## src/rtl/pri_voq_req_gen_if.sv

```systemverilog
`default_nettype none
// +----------------------------------------------------------------------------+
// | pri_voq_req_gen_if                                                          |
// | Arrival, request/decision and dequeue signals of the VOQ request generator. |
// | Revision: 1.0                                                               |
// +----------------------------------------------------------------------------+
interface pri_voq_req_gen_if #(
  parameter int N = 8,
  parameter int P = 4
);
  localparam int DW = (N > 1) ? $clog2(N) : 1;
  localparam int PW = (P > 1) ? $clog2(P) : 1;

  logic [N-1:0]                   arr_valid;
  logic [N-1:0][DW-1:0]           arr_dst;
  logic [N-1:0][PW-1:0]           arr_pri;
  logic                           start;
  logic [0:N-1][0:N-1][PW-1:0]    pri_req_out;
  logic [N-1:0][N-1:0]            decision;
  logic                           decision_ready;
  logic [N-1:0]                   deq_valid;
  logic [N-1:0][DW-1:0]           deq_dst;
  logic [N-1:0][PW-1:0]           deq_pri;
  logic [N-1:0]                   drop_err;
  logic                           grant_err;

  // master: cell source and scheduler side; slave: the request generator
  modport master (
    output arr_valid, arr_dst, arr_pri, decision, decision_ready,
    input  start, pri_req_out, deq_valid, deq_dst, deq_pri, drop_err, grant_err
  );

  modport slave (
    input  arr_valid, arr_dst, arr_pri, decision, decision_ready,
    output start, pri_req_out, deq_valid, deq_dst, deq_pri, drop_err, grant_err
  );
endinterface
`default_nettype wire

```

## src/rtl/pri_voq_req_gen.sv

```systemverilog
`default_nettype none
// +----------------------------------------------------------------------------+
// | pri_voq_req_gen                                                             |
// | Per-(input,output,level) cell counters feeding a priority request matrix to |
// | a crossbar scheduler. Optional aging promotion: define PRI_REQ_AGING_EN.    |
// | Revision: 1.0                                                               |
// +----------------------------------------------------------------------------+
module pri_voq_req_gen #(
  parameter int N         = 8,
  parameter int P         = 4,
  parameter int DEPTH     = 15,
  parameter int AGE_LIMIT = 7
) (
  input wire logic          clk,
  input wire logic          reset,
  pri_voq_req_gen_if.slave  bus
);
  localparam int DW = (N > 1) ? $clog2(N) : 1;
  localparam int PW = (P > 1) ? $clog2(P) : 1;
  localparam int CW = $clog2(DEPTH + 1);
  localparam logic [CW-1:0] DEPTH_C = CW'(DEPTH);
  localparam logic [PW-1:0] TOP_LVL = PW'(P - 1);

  typedef enum logic [1:0] {IDLE, ISSUE, WAIT, DEQ} state_t;

  state_t         state, state_nxt;
  logic           do_issue, do_deq;
  logic           any_nz;
  logic [CW-1:0]  cnt     [N][N][1:P-1];
  logic [CW-1:0]  cnt_nxt [N][N][1:P-1];
  logic [PW-1:0]  lvl     [N][N];
  logic [PW-1:0]  pres    [N][N];
  logic [PW-1:0]  snap    [N][N];
  logic [N-1:0]   sel_vld;
  logic [DW-1:0]  sel_dst [N];
  logic           grant_err_nxt;
  logic [N-1:0]   drop_nxt;

  always_comb begin
    state_nxt = state;
    do_issue  = 1'b0;
    do_deq    = 1'b0;
    case (state)
      IDLE:  if (any_nz) state_nxt = ISSUE;
      ISSUE: begin
        do_issue  = 1'b1;
        state_nxt = WAIT;
      end
      WAIT:  if (bus.decision_ready) begin
        do_deq    = 1'b1;
        state_nxt = DEQ;
      end
      DEQ:   state_nxt = IDLE;
      default: state_nxt = IDLE;
    endcase
  end

  // Live highest nonzero level per VOQ.
  always_comb begin
    any_nz = 1'b0;
    for (int i = 0; i < N; i++) begin
      for (int j = 0; j < N; j++) begin
        lvl[i][j] = '0;
        for (int p = 1; p < P; p++) begin
          if (cnt[i][j][p] != '0) begin
            lvl[i][j] = PW'(p);
            any_nz    = 1'b1;
          end
        end
      end
    end
  end

`ifdef PRI_REQ_AGING_EN
  localparam int AW = (AGE_LIMIT > 0) ? $clog2(AGE_LIMIT + 1) : 1;
  localparam logic [AW-1:0] AGE_C = AW'(AGE_LIMIT);

  logic [AW-1:0] age [N][N];

  always_comb begin
    for (int i = 0; i < N; i++) begin
      for (int j = 0; j < N; j++) begin
        pres[i][j] = lvl[i][j];
        if (lvl[i][j] != '0 && age[i][j] >= AGE_C) pres[i][j] = TOP_LVL;
      end
    end
  end

  // Age only VOQs that competed in this round; a served VOQ starts over.
  always_ff @(posedge clk) begin
    if (!reset) begin
      for (int i = 0; i < N; i++)
        for (int j = 0; j < N; j++)
          age[i][j] <= '0;
    end else if (do_deq) begin
      for (int i = 0; i < N; i++) begin
        for (int j = 0; j < N; j++) begin
          if (snap[i][j] != '0) begin
            if (sel_vld[i] && sel_dst[i] == DW'(j)) age[i][j] <= '0;
            else if (age[i][j] < AGE_C)             age[i][j] <= age[i][j] + 1'b1;
          end
        end
      end
    end
  end
`else
  always_comb begin
    for (int i = 0; i < N; i++)
      for (int j = 0; j < N; j++)
        pres[i][j] = lvl[i][j];
  end

  if (AGE_LIMIT < 0) begin : g_age_unused
  end
`endif

  // Lowest granted column per row is served if its snapshot is nonzero;
  // every other grant in the row, and an empty-snapshot grant, is an error.
  always_comb begin
    grant_err_nxt = 1'b0;
    for (int i = 0; i < N; i++) begin
      logic hit;
      hit        = 1'b0;
      sel_vld[i] = 1'b0;
      sel_dst[i] = '0;
      for (int j = 0; j < N; j++) begin
        if (bus.decision[i][j]) begin
          if (hit) begin
            grant_err_nxt = 1'b1;
          end else begin
            hit = 1'b1;
            if (snap[i][j] != '0) begin
              sel_vld[i] = 1'b1;
              sel_dst[i] = DW'(j);
            end else begin
              grant_err_nxt = 1'b1;
            end
          end
        end
      end
    end
  end

  // Counter update; a same-cycle dequeue cancels the arrival, so a full
  // counter being dequeued never drops.
  always_comb begin
    drop_nxt = '0;
    for (int i = 0; i < N; i++) begin
      for (int j = 0; j < N; j++) begin
        for (int p = 1; p < P; p++) begin
          logic inc, dec;
          inc = bus.arr_valid[i] && bus.arr_dst[i] == DW'(j) && bus.arr_pri[i] == PW'(p);
          dec = do_deq && sel_vld[i] && sel_dst[i] == DW'(j) && snap[i][j] == PW'(p);
          cnt_nxt[i][j][p] = cnt[i][j][p];
          if (inc && !dec) begin
            if (cnt[i][j][p] == DEPTH_C) drop_nxt[i] = 1'b1;
            else                         cnt_nxt[i][j][p] = cnt[i][j][p] + 1'b1;
          end else if (dec && !inc) begin
            cnt_nxt[i][j][p] = cnt[i][j][p] - 1'b1;
          end
        end
      end
    end
  end

  always_ff @(posedge clk) begin
    if (!reset) begin
      state           <= IDLE;
      bus.start       <= 1'b0;
      bus.pri_req_out <= '0;
      bus.deq_valid   <= '0;
      bus.deq_dst     <= '0;
      bus.deq_pri     <= '0;
      bus.drop_err    <= '0;
      bus.grant_err   <= 1'b0;
      for (int i = 0; i < N; i++) begin
        for (int j = 0; j < N; j++) begin
          snap[i][j] <= '0;
          for (int p = 1; p < P; p++) cnt[i][j][p] <= '0;
        end
      end
    end else begin
      state         <= state_nxt;
      cnt           <= cnt_nxt;
      bus.start     <= do_issue;
      bus.drop_err  <= drop_nxt;
      bus.grant_err <= do_deq && grant_err_nxt;
      bus.deq_valid <= do_deq ? sel_vld : '0;
      if (do_issue) begin
        for (int i = 0; i < N; i++) begin
          for (int j = 0; j < N; j++) begin
            snap[i][j]            <= lvl[i][j];
            bus.pri_req_out[i][j] <= pres[i][j];
          end
        end
      end
      for (int i = 0; i < N; i++) begin
        bus.deq_dst[i] <= (do_deq && sel_vld[i]) ? sel_dst[i] : '0;
        bus.deq_pri[i] <= (do_deq && sel_vld[i]) ? snap[i][sel_dst[i]] : '0;
      end
    end
  end
endmodule
`default_nettype wire

```

## src/flat_wrapper.sv

```systemverilog
// flat-port wrapper written by rule: the top's interface ports become plain ports
module pri_voq_req_gen_flat 
#(
  parameter int N         = 8,
  parameter int P         = 4,
  parameter int DEPTH     = 15,
  parameter int AGE_LIMIT = 7
)
  (clk, reset, bus_arr_valid, bus_arr_dst, bus_arr_pri, bus_decision, bus_decision_ready, bus_start, bus_pri_req_out, bus_deq_valid, bus_deq_dst, bus_deq_pri, bus_drop_err, bus_grant_err);
  pri_voq_req_gen_if #(.N(N), .P(P)) bus_i ();
  input wire logic clk;
  input wire logic reset;
  input wire logic [$bits(bus_i.arr_valid)-1:0] bus_arr_valid;
  input wire logic [$bits(bus_i.arr_dst)-1:0] bus_arr_dst;
  input wire logic [$bits(bus_i.arr_pri)-1:0] bus_arr_pri;
  input wire logic [$bits(bus_i.decision)-1:0] bus_decision;
  input wire logic [$bits(bus_i.decision_ready)-1:0] bus_decision_ready;
  output wire logic [$bits(bus_i.start)-1:0] bus_start;
  output wire logic [$bits(bus_i.pri_req_out)-1:0] bus_pri_req_out;
  output wire logic [$bits(bus_i.deq_valid)-1:0] bus_deq_valid;
  output wire logic [$bits(bus_i.deq_dst)-1:0] bus_deq_dst;
  output wire logic [$bits(bus_i.deq_pri)-1:0] bus_deq_pri;
  output wire logic [$bits(bus_i.drop_err)-1:0] bus_drop_err;
  output wire logic [$bits(bus_i.grant_err)-1:0] bus_grant_err;
  assign bus_i.arr_valid = bus_arr_valid;
  assign bus_i.arr_dst = bus_arr_dst;
  assign bus_i.arr_pri = bus_arr_pri;
  assign bus_i.decision = bus_decision;
  assign bus_i.decision_ready = bus_decision_ready;
  assign bus_start = bus_i.start;
  assign bus_pri_req_out = bus_i.pri_req_out;
  assign bus_deq_valid = bus_i.deq_valid;
  assign bus_deq_dst = bus_i.deq_dst;
  assign bus_deq_pri = bus_i.deq_pri;
  assign bus_drop_err = bus_i.drop_err;
  assign bus_grant_err = bus_i.grant_err;
  pri_voq_req_gen #(.N(N), .P(P), .DEPTH(DEPTH), .AGE_LIMIT(AGE_LIMIT)) u_core (.clk(clk), .reset(reset), .bus(bus_i));
endmodule
```

## config.mk

```make
export PLATFORM = sky130hd
export DESIGN_NAME = pri_voq_req_gen_flat
export DESIGN_NICKNAME = d
export VERILOG_FILES = /design/src/rtl/pri_voq_req_gen_if.sv /design/src/rtl/pri_voq_req_gen.sv /design/src/flat_wrapper.sv
export SDC_FILE = /design/constraint.sdc
export NUM_CORES = 2
export LEC_CHECK = 0
export BUFFER_PORTS_ARGS = -buffer_cell sky130_fd_sc_hd__buf_2
export CAP_MARGIN = 15
export CORE_AREA = 2 2 366 368
export DETAILED_ROUTE_END_ITERATION = 12
export DIE_AREA = 0 0 368 370
export PLACE_DENSITY = 0.78
export SLEW_MARGIN = 0
export SYNTH_ARGS = -nofsm -noshare
export SYNTH_HDL_FRONTEND = slang
export SYNTH_SLANG_ARGS = --single-unit
```

## constraint.sdc

```tcl
create_clock -name clk -period 7.15 [get_ports clk]
set_input_delay 0.715 -clock clk [delete_from_list [all_inputs] [get_ports clk]]
set_output_delay 0.715 -clock clk [all_outputs]
set_load 0.02 [all_outputs]
```

==> results.md <==
- Outcome: complete, no violations
- Avg Inst Size Synth: 8.974 µm²
- Cell Area, Synth: 67,070 µm²
- WL final: 204,400 µm
- Root Driver: clkbuf_16
- Core area: 132,500 µm²
- Worst Skew: 0.04018 ns
- Fin. max-slew vios: 0
- Hold_sp: bus_decision_ready
- Setup ws final: 2.418 ns
- Synth Area in Simple Gates: 0.2142
- Logic pwr share: 0.149
- Die X-Extent: 368 µm
- Synthesized instance count: 7,474
- DR WL/cell: 21.17 µm
- Worst-skew pair later-pin latency: 0.76 ns
- R2r startpoint: u_core.state[0]
- Seq. cell area: 22,980 µm²
- Fin crit share: 0.6618
- Largest family of logic cells by synthesized area: simple AND/OR/NAND/NOR gates
- Worst-Margin Slew: 1.273 ns
- DR DRC count: 0
- Area share of the largest cell type after synthesis: 0.2853
- GRT Util Overall: 0.2902
- Iter 0 DRT Violations: 6,124
- Mux cell area share after synthesis: 0.05746
- Peak supply drop: 0.1923 mV
- Final Non-Filler Cells: 9,656
- CTS max path bufs: 3
- Asr flop ratio synth: 0
- Biggest area consumer among synthesized cells: dfxtp_1
- CTS H-tree lvls: 3
- Clk pin slew, worst setup/hold paths: 0.07 ns
- Register area share after synthesis: 0.3427
- Die Area: 136,200 µm²
- Final RePlAce weighted congestion: 0.9936
- Worst Hold Class: primary input to flip-flop
- Largest cells by area after synthesis: dfxtp_1 (29%), ha_1 (7.2%), nor2_1 (5.9%)
- Cell Pwr Density: 213.4 nW/µm²
- CTS resizes: 0
- Setup TNS: 0 ns
- Netlist cell types: 87
- Synth Register Bits: 1,084
- Switching power: 0.004776 W
- YS warnings: 0
- FILL cells: 11,590
- Setup Crit Path Kind: flip-flop to flip-flop
- Initial antenna violation count: 55
- Initial Util: 0.5064
- RSZ-0062 raised after global routing: false
- Vias in the first global route: 56,060
- Multi-input logic area: 42,970 µm²
- Flop-to-flop setup slack: 2.42 ns
- XOR/XNOR share of the synthesized area: 0.08279
- Area grow syn2layout: 11.81%
- Boundary Pins: 301
- Post-DP HPWL: 154,900 µm
- TritonRoute pass-1 iters: 9
- Most frequent cells in the layout: nor2_1 (1,052), dfxtp_1 (956), nand2_1 (482), a21oi_1 (446), xnor2_1 (425)
- Crit end category: flip-flop
- Via count: 59,900
- Flop pwr share: 0.434
- Tot Pwr: 0.01600 W
- Max-slew headroom: 0.1486
- Die Y: 370 µm
- Hold buffer count at CTS: 0
- Leakage: 30.52 nW
- Fmax: 211.3 MHz
- Syn nets: 8,169
- Max cap viols: 0
- Post-synth EDFFs: 128
- Area after DPL: 70,620 µm²
- PortBufs: 300
- Endpoints failing hold: 0
- Setup WS pre-CTS: 2.157 ns
- Final min period: 4.732 ns
- Critical Path Source Type: flip-flop
- Layout net count: 8,455
- Total CTS buffers: 120
- Final setup violating endpoints: 0
- Sw Share: 0.2985
- Crit. Startpoint: u_core.state[0]
- First-pass GRT wire length: 315,700 µm
- Cell internal pwr: 0.01123 W
- CP Data Required Time: 7.74 ns
- Grt total ovfl: 0
- Cell Rows: 134
- DP Cell Count: 9,398
- Antenna-violating nets left: 0
- TritonCTS clock tree: yes
- Clk pwr share: 0.418
- Post-synthesis adder-cell area fraction: 0.1297
- Vias/cell: 6.203
- Synth Area in Compound Gates: 0.1549
- Post-CTS setup buffer count: 0
- Main synth FF type: dfxtp_1
- Largest net degree at the start of global routing: 196
- CTS Sinks: 1,084
- Leading cell type in the layout, fill and taps excluded: nor2_1
- Layout cells sized above 1: 0.08954
- CP Max Fanout: 20
- Arrival @ worst endpoint: 5.32 ns
- Fin area: 74,990 µm²
-- area by class of cell --
class / count / area share
Sequential cell: 1084 / 0.3064
Antenna cell: 26 / 0.0008676
Clock inverter: 54 / 0.008626
Tap cell: 1768 / 0.02950
Multi-Input combinational cell: 6067 / 0.5730
Timing Repair Buffer: 375 / 0.02746
Inverter: 112 / 0.005773
Clock buffer: 170 / 0.04832
-- power by group through the flow --
stage	clock network [W]	logic, W	registers, W
global route	0.00704	0.00253	0.00697
finish	0.00668	0.00238	0.00694
detailed placement	0	0.00231	0.00704
CTS	0.00679	0.00232	0.00692
global placement	0	0.00226	0.00704
floorplan	0	0.00140	0.00698
-- critical path, stage by stage (launching register included) --
cell and delay, ns:
dfxtp_1 0.33, inv_1 0.11, ha_1 0.24, nand2_2 0.63, a211oi_1 1.01, nor4b_1 0.82
nor2_1 0.13, inv_1 0.15, ha_1 0.26, a21o_1 0.18, a21oi_1 0.21, nor4_1 0.07
a31oi_1 0.21, xor2_1 0.16, nor2_1 0.05
-- metrics by stage --
stage	util	hold slack [ns]
floorplan	-	0.4585
global placement	0.5331	0.4292
detailed placement	0.5331	0.4339
CTS	0.5654	0.3503
global route	0.5660	0.4238
finish	0.5662	0.4088
-- routing by layer --
| metal | global-route usage | vias up | routed length, µm |
|---|---|---|---|
| met5 | 0 | - | 256 |
| met4 | 0.1351 | 46 | 9875 |
| met3 | 0.07626 | 564 | 22010 |
| met2 | 0.4477 | 2710 | 88900 |
| met1 | 0.3792 | 28570 | 83350 |
| li1 | - | 28010 | - |
-- cells by family (layout without fill, tap and decap cells) --
kind of cell               after synthesis  in the layout
other                                    0             26
and+or+nand+nor                       2892           2892
xor gates and xnor gates               634            634
muxes                                  381            381
adders and majority gates              580            580
buffers and inverters                  323            711
AOI/OAI and AO/OA                     1580           1580
DFF                                   1084           1084
-- synthesized netlist by cell type, types with 15 or more instances --
cell type	instances
nor2_1	1054
dfxtp_1	956
nand2_1	484
a21oi_1	447
xnor2_1	425
ha_1	388
a21o_1	353
mux2i_1	349
nand4_1	295
nor4_1	278
xor2_1	209
o21ai_0	199
clkbuf_1	195
fa_1	192
a211oi_1	173
nand2b_1	150
edfxtp_1	128
nand3_1	127
inv_1	111
nor3_1	93
or3_1	72
nor2b_1	61
o31ai_1	44
a31oi_1	41
o22ai_1	40
and4_1	39
or4_1	37
or2_2	36
mux2_2	32
o211ai_1	31
and3_1	29
a21boi_0	27
and2_1	27
o21a_1	26
nor3b_1	22
o41ai_1	20
nand4b_1	17
nor4b_1	17
and3b_1	15
-- worst paths after layout --
kind / endpoint / cells past startpoint
max: u_core.cnt[131] / 14
min: u_core.state[0] / 5
max reg2reg: u_core.cnt[131] / 14
min reg2reg: u_core.bus.pri_req_out[9] / 1
-- state kept, by name, summed over array words and instances, names as in the netlist --
register	cells
u_core.bus.deq_dst	24
u_core.bus.pri_req_out	128
u_core.snap	128
u_core.cnt	768
u_core.state	2
u_core.bus.deq_pri	16
u_core.bus.grant_err	1
u_core.bus.deq_valid	8
u_core.bus.start	1
u_core.bus.drop_err	8
(Power assumes the default switching activity.)
